## src/rtl/turbo_pkg.sv

```systemverilog
// turbo_pkg: shared scheduler states and core timing constants for the turbo decoder
package turbo_pkg;
    localparam int SOFT_W       = 31;
    localparam int CORE_LAT     = 28;
    localparam int CORE_RST_CYC = 2;
    typedef enum logic [2:0] {IDLE, CORE_RST, RUN, CAPTURE, OUT} state_t;
endpackage

```

## src/rtl/sova_iter_sched.sv

```systemverilog
// sova_iter_sched: time-shares one SOVA core between both constituent decoders per half-iteration
module sova_iter_sched #(
    parameter int MAX_ITER = 8,
    parameter int CORE_LAT = turbo_pkg::CORE_LAT,
    parameter int SOFT_W   = turbo_pkg::SOFT_W
) (
    input  logic              clk,
    input  logic              rst,
    input  logic              start,
    input  logic [3:0]        num_iter,
    input  logic              abort,
    output logic              busy,
    output logic              core_rst_n,
    output logic              dec_sel,
    output logic [3:0]        iter_idx,
    input  logic [SOFT_W-1:0] soft_in1,
    input  logic [SOFT_W-1:0] soft_in2,
    input  logic [SOFT_W-1:0] soft_in3,
    input  logic [SOFT_W-1:0] soft_in4,
    output logic [SOFT_W-1:0] llr_out1,
    output logic [SOFT_W-1:0] llr_out2,
    output logic [SOFT_W-1:0] llr_out3,
    output logic [SOFT_W-1:0] llr_out4,
    output logic [3:0]        hard_bits,
    output logic              llr_valid,
    input  logic              llr_ready,
    output logic              llr_last,
    output logic              done
);
    import turbo_pkg::*;

    localparam int CW = $clog2(CORE_LAT > CORE_RST_CYC ? CORE_LAT : CORE_RST_CYC);
    localparam logic [CW-1:0] LAT_END = CW'(CORE_LAT - 1);
    localparam logic [CW-1:0] RST_END = CW'(CORE_RST_CYC - 1);

    state_t        state;
    logic [CW-1:0] cnt;
    logic [3:0]    n_lat;
    logic [3:0]    n_eff;
    logic          last_half;

    always_comb begin
        n_eff     = num_iter == 4'd0 ? 4'd1 : (num_iter > 4'(MAX_ITER) ? 4'(MAX_ITER) : num_iter);
        last_half = dec_sel && (iter_idx == n_lat - 4'd1);
    end

    always_ff @(posedge clk) begin
        if (!rst) begin
            state      <= IDLE;
            cnt        <= '0;
            n_lat      <= '0;
            busy       <= 1'b0;
            core_rst_n <= 1'b0;
            dec_sel    <= 1'b0;
            iter_idx   <= '0;
            llr_out1   <= '0;
            llr_out2   <= '0;
            llr_out3   <= '0;
            llr_out4   <= '0;
            hard_bits  <= '0;
            llr_valid  <= 1'b0;
            llr_last   <= 1'b0;
            done       <= 1'b0;
        end else begin
            done <= 1'b0;
            if (abort && state != IDLE) begin
                state      <= IDLE;
                busy       <= 1'b0;
                core_rst_n <= 1'b0;
                llr_valid  <= 1'b0;
                llr_last   <= 1'b0;
            end else begin
                case (state)
                    IDLE: if (start && !abort) begin
                        state    <= CORE_RST;
                        n_lat    <= n_eff;
                        iter_idx <= '0;
                        dec_sel  <= 1'b0;
                        busy     <= 1'b1;
                        cnt      <= '0;
                    end
                    CORE_RST: begin
                        cnt <= cnt + 1'b1;
                        if (cnt == RST_END) begin
                            state      <= RUN;
                            cnt        <= '0;
                            core_rst_n <= 1'b1;
                        end
                    end
                    RUN: begin
                        cnt <= cnt + 1'b1;
                        if (cnt == LAT_END) state <= CAPTURE;
                    end
                    CAPTURE: begin
                        llr_out1  <= soft_in1;
                        llr_out2  <= soft_in2;
                        llr_out3  <= soft_in3;
                        llr_out4  <= soft_in4;
                        hard_bits <= {soft_in4[SOFT_W-1], soft_in3[SOFT_W-1], soft_in2[SOFT_W-1], soft_in1[SOFT_W-1]};
                        llr_valid <= 1'b1;
                        llr_last  <= last_half;
                        state     <= OUT;
                    end
                    OUT: if (llr_valid && llr_ready) begin
                        llr_valid  <= 1'b0;
                        llr_last   <= 1'b0;
                        cnt        <= '0;
                        core_rst_n <= 1'b0;
                        if (last_half) begin
                            state <= IDLE;
                            done  <= 1'b1;
                            busy  <= 1'b0;
                        end else begin
                            dec_sel  <= !dec_sel;
                            iter_idx <= dec_sel ? iter_idx + 4'd1 : iter_idx;
                            state    <= CORE_RST;
                        end
                    end
                    default: state <= IDLE;
                endcase
            end
        end
    end
endmodule

```

## config.mk

```make
export PLATFORM = sky130hd
export DESIGN_NAME = sova_iter_sched
export DESIGN_NICKNAME = d
export VERILOG_FILES = /design/src/rtl/turbo_pkg.sv /design/src/rtl/sova_iter_sched.sv
export SDC_FILE = /design/constraint.sdc
export NUM_CORES = 1
export LEC_CHECK = 0
export CAP_MARGIN = 25
export CORE_MARGIN = 1.5
export CORE_UTILIZATION = 40
export CTS_CLUSTER_DIAMETER = 60
export DETAILED_ROUTE_END_ITERATION = 7
export PLACE_DENSITY_LB_ADDON = 0.12
export SYNTH_ARGS = -nofsm -noshare
export SYNTH_HDL_FRONTEND = slang
export SYNTH_SLANG_ARGS = --single-unit
```

## constraint.sdc

```tcl
create_clock -name clk -period 2.35 [get_ports clk]
set_clock_uncertainty 0.05 [all_clocks]
set_input_delay 0.47 -clock clk [delete_from_list [all_inputs] [get_ports clk]]
set_output_delay 0.47 -clock clk [all_outputs]
set_load 0.05 [all_outputs]
```

### Word level (Yosys, flattened, before mapping)

Cells that the tools add are included.

* $lt $le $gt $ge: 1
* reduce and logical (&&, ||, !) cells: 24
* muxes and demuxes: 31
* equal/unequal tests: 14
* bitwise operators: 4
* add/sub/neg operators: 3

Operator list (count)
* 4-bit 2-to-1 mux: 6
* 5-bit one-hot mux with 4 select lines: 1
* 5-bit 2-to-1 mux: 3
* 3-bit one-hot mux with 5 select lines: 1
* 2-bit inequality test, second input constant: 7
* 3-bit 2-to-1 mux: 4
* 4-bit AND reduction: 3
* 1-bit 2-to-1 mux: 10
* 1-bit one-hot mux with 2 select lines: 5
* 4-bit one-hot mux with 2 select lines: 1
* 3-bit by 2-bit equality test with 1-bit output, second input constant: 2
* 3-bit AND reduction: 2
* 6-bit AND reduction: 1
* 2-bit nonzero test: 3
* 5-bit by 1-bit adder with 5-bit output, second input constant: 1
* 5-bit by 1-bit equality test with 1-bit output, second input constant: 1
* 5-bit equality test, second input constant: 1
* 5-bit AND reduction: 1
* 4-bit by 1-bit adder with 4-bit output, second input constant: 1
* 4-bit equality test: 1
* 4-bit > comparator, second input constant: 1
* 1-bit logical AND: 4
* 4-bit logical NOT: 1
* 1-bit inverter: 4
* other kinds (10): 12

* register bits after elaboration: 150
* input port bits: 133
* output and inout bits: 138
* word-level logic and storage cells: 92

### Logic depth before layout (Yosys ltp)

* depth in word-level cells: 6
* gate-level depth with buffers: 9
* gate-level depth less buffers: 7

### Least setup slack after synthesis

OpenSTA, ideal clock, no wires.

* kind: register to register
* start point: reg iter_idx[3]
* end point: reg iter_idx[2]
* library setup time: 0.074 ns
* slack: 0.352 ns
* cell stages (with the launch flop): 7
* clock period less this slack: 1.998 ns
* arrival time: 1.874 ns
* required time: 2.226 ns
* buffers on the path: 1
* cells stage by stage: dfxtp_1 > xor2_1 > xnor2_1 > and3_1 > clkbuf_1 > or4_1 > o21ai_0

* longest elaborated chain between the ends: 4

Ends and longest elaborated chain
* from (decl): line sova_iter_sched.sv:15 `output logic [3:0] iter_idx,`
* from (signal assigned): line sova_iter_sched.sv:115 `iter_idx <= dec_sel ? iter_idx + 4'd1 : iter_idx;`
* 4-bit equality test: line sova_iter_sched.sv:44 `last_half = dec_sel && (iter_idx == n_lat - 4'd1);`
* 1-bit logical AND: line sova_iter_sched.sv:44
* 2-bit inequality test (no line)
* 6-bit AND reduction (no line)

Every way passes these cells.
A chain may end at the register's enable or synchronous reset.

### Final worst setup path

* start point: reg iter_idx[0]
* end point: out iter_idx[0]

No word-level cell between the ends.

==> flow_summary.yaml <==
detailed_routing:
  drt_iter0_markers: 297
  post_drt_wl_per_cell_microns: 14.4
  wirelength_mm: 16.2
  vias_per_cell: 4.95
  drt-pass1-iter-count: 5
  ant_nets: 0
  via_count: 5592
  post-route-drc-count: 0
status:
  status: "complete, no violations"
grt:
  overflow: 0
  first_global_vias: 5257
  antenna_found_initial: 0
  track_usage: 0.225
  grt_max_degree: 86
  grt_pass1_wl_mm: 25.6
synthesis:
  yosysTopAreaCell: "dfxtp_1"
  async_flop_share: 0
  yosysSeqAreaShare: 0.539
  yosysWarningCount: 0
  netlist_area_sq_um: 5420
  synth.avg_cell_area_sq_um: 7.85
  ys.flop_type: "dfxtp_1"
  netlist.area_leader.share: 0.539
  synth_cell_type_count: 39
  synthTopCellsByArea: "dfxtp_1 54%, nand2_1 18%, a21oi_1 12%"
  synth_fp_nets: 828
  synth_edf_count: 0
  ys_ff_latch: 146
  syn_inst: 691
timing:
  fin_crit_sh: 0.970
  period_needed_ns: 2.28
  setup_slack_ns: 0.0717
  finalSetupTns_ns: 0
  maxSlewViolCount: 0
  clock.fmax_mhz: 439
  setup_viol: 0
  slew_headroom: 0.499
  hold_viol_final: 0
  tightest_slew_ns: 0.752
  rsz0062_at_grt: "no"
cts:
  clkSinkCount: 146
  numCtsBuffers: 17
  clockBufferDepth: 2
  clock_latency_ns: 0.41
  cts_setup_buffers: 0
  cts_hold_buf: 0
  cts-root-buf: "clkbuf_16"
  cts_htree_levels: 4
  cts-resized-gates: 0
  cts.clk_slew.worst_paths_ns: 0.05
  cts_tree: "done"
power_and_ir_drop:
  irDropWorstVdd_uv: 453
  power_switching_mw: 1.13
  p_total_mw: 5.50
  internal-power_mw: 4.37
  share_comb_of_total_power: 0.074
  seqPwrFrac: 0.455
  p_sw_frac: 0.205
  p_leak_nw: 3.02
  clkPwrFrac: 0.470
  p_per_area_nw_per_um2: 621
flow_run:
  drv_cap: 0
floorplanning:
  die-width_microns: 119
  core_sq_um: 13200
  rows: 42
  chipHeight_microns: 119
  ios: 271
  start_util: 0.410
  die-area_sq_um: 14300
worst_setup_path:
  crit_type: "reg2out"
  cp.arrival_ns: 1.76
  max_stage_delay_ns: 0.89
  cp_cell_sequence: "clkdlybuf4s50_1"
  cp_num_cells: 1
  cp_num_buf_inv: 1
  worstRegToRegCells: 7
  cp_top_family: "buffers and inverters"
  cpMaxStageDelayCell: "clkdlybuf4s50_1"
  crit_path_end_kind: "output port"
  path_max_fanout: 6
  crit_path_start_kind: "flop"
  crit_required_ns: 1.83
layout:
  final_net_count: 1080
  drive_above_1_share: 0.0482
  diodes: 0
  area_delta_synth_final_pct: 63.3
placement:
  io_buffers: 270
  gp_congestion: 0.860
  dp_hpwl_mm: 11.7
  dp_slack_ns: 0.0448
worst_hold_path:
  hold_class: "reg2reg"
  whs_path_depth: 2
-- placed cells by master, fill, tap and decap left out, drive strengths merged, types with 2 or more instances in the layout --
| master | n |
|---|---|
| a21o | 2 |
| a21oi | 135 |
| and3 | 3 |
| buf | 14 |
| bufinv | 2 |
| clkbuf | 25 |
| clkdlybuf4s50 | 270 |
| clkinv | 2 |
| dfxtp | 146 |
| ha | 4 |
| inv | 7 |
| mux2i | 5 |
| nand2 | 262 |
| nand2b | 2 |
| nand3 | 9 |
| nand4 | 4 |
| nor2 | 16 |
| nor2b | 4 |
| nor3 | 4 |
| nor3b | 2 |
| o21ai | 9 |
| or2 | 3 |
| or4 | 6 |
| xnor2 | 2 |
| xor2 | 4 |
-- power by group through the flow --
stage	combinational, mW	sequential (mW)	clock (mW)
2_1_floorplan	0.115	2.58	0
3_3_place_gp	0.397	2.56	0
3_5_place_dp	0.405	2.56	0
4_1_cts	0.408	2.50	2.63
5_1_grt	0.438	2.50	2.76
6_report	0.409	2.50	2.59
-- worst reg2reg max path, stage by stage (launching register included) --
cell	delay (ns)
dfxtp_1	0.38
inv_1	0.07
ha_1	0.18
or4b_2	0.22
a21oi_1	0.12
or4_4	0.47
or4_1	0.51
o21ai_1	0.09
-- logic make-up after synthesis --
logic type,synth area share
simple gates,0.240
compound gates,0.148
flops,0.539
buf+inv,0.0450
xor+xnor,0.00969
mux,0.00923
fa+ha+maj,0.00923
-- routing by layer --
metal / part of all wire / up-vias / global-route usage
met1: 0.41 / 2561 / 0.262
li1: - / 2764 / -
met5: 0 / - / 0
met3: 0.084 / 22 / 0.0843
met2: 0.49 / 245 / 0.382
met4: 0.020 / 0 / 0.0759
-- Yosys cell counts (4+ instances only) --
cell type	n
o21ai_0	6
clkbuf_1	38
a21oi_1	135
inv_1	6
nand2_1	262
xor2_1	4
buf_4	4
nor3_1	4
nand4_1	4
mux2i_1	5
or4_1	5
buf_2	9
ha_1	4
dfxtp_1	146
nor2b_1	4
nand3_1	9
nor2_1	16
-- metrics by stage --
step	hold slack [ns]	cells	instance area (sq um)	util
2_1_floorplan	0.395	691	5420	-
3_3_place_gp	0.391	1100	8300	0.627
3_5_place_dp	0.396	1100	8300	0.627
6_report	0.402	1130	8860	0.669
5_1_grt	0.416	1130	8860	0.669
4_1_cts	0.403	1130	8860	0.669
-- layout make-up --
| class | instances | area [sq um] |
|---|---|---|
| inverter | 7 | 28.8 |
| multi-input combinational | 487 | 2270 |
| fill | 1092 | 4380 |
| timing repair buffer | 284 | 2860 |
| clock inverter | 5 | 77.6 |
| tap | 176 | 220 |
| sequential | 146 | 2920 |
| clock buffer | 25 | 485 |
-- state kept, by name (all words and copies together), names as in the netlist --
signal      count
llr_out4       31
llr_out1       30
llr_out2       30
llr_out3       30
cnt             5
iter_idx        4
n_lat           4
hard_bits       3
state           3
busy            1
core_rst_n      1
dec_sel         1
done            1
llr_last        1
llr_valid       1
-- final timing paths --
path / startpoint / slack (ns) / end
setup / recovery: iter_idx[0]$_SDFFE_PN0P_ / 0.07 / iter_idx[0]
hold / removal: llr_out1[17]$_SDFFE_PN0P_ / 0.40 / llr_out1[17]$_SDFFE_PN0P_
setup reg to reg: cnt[1]$_SDFFE_PN0P_ / 0.20 / cnt[4]$_SDFFE_PN0P_
hold reg to reg: llr_out1[17]$_SDFFE_PN0P_ / 0.40 / llr_out1[17]$_SDFFE_PN0P_
Note: power is estimated with default switching activity, not from simulation.
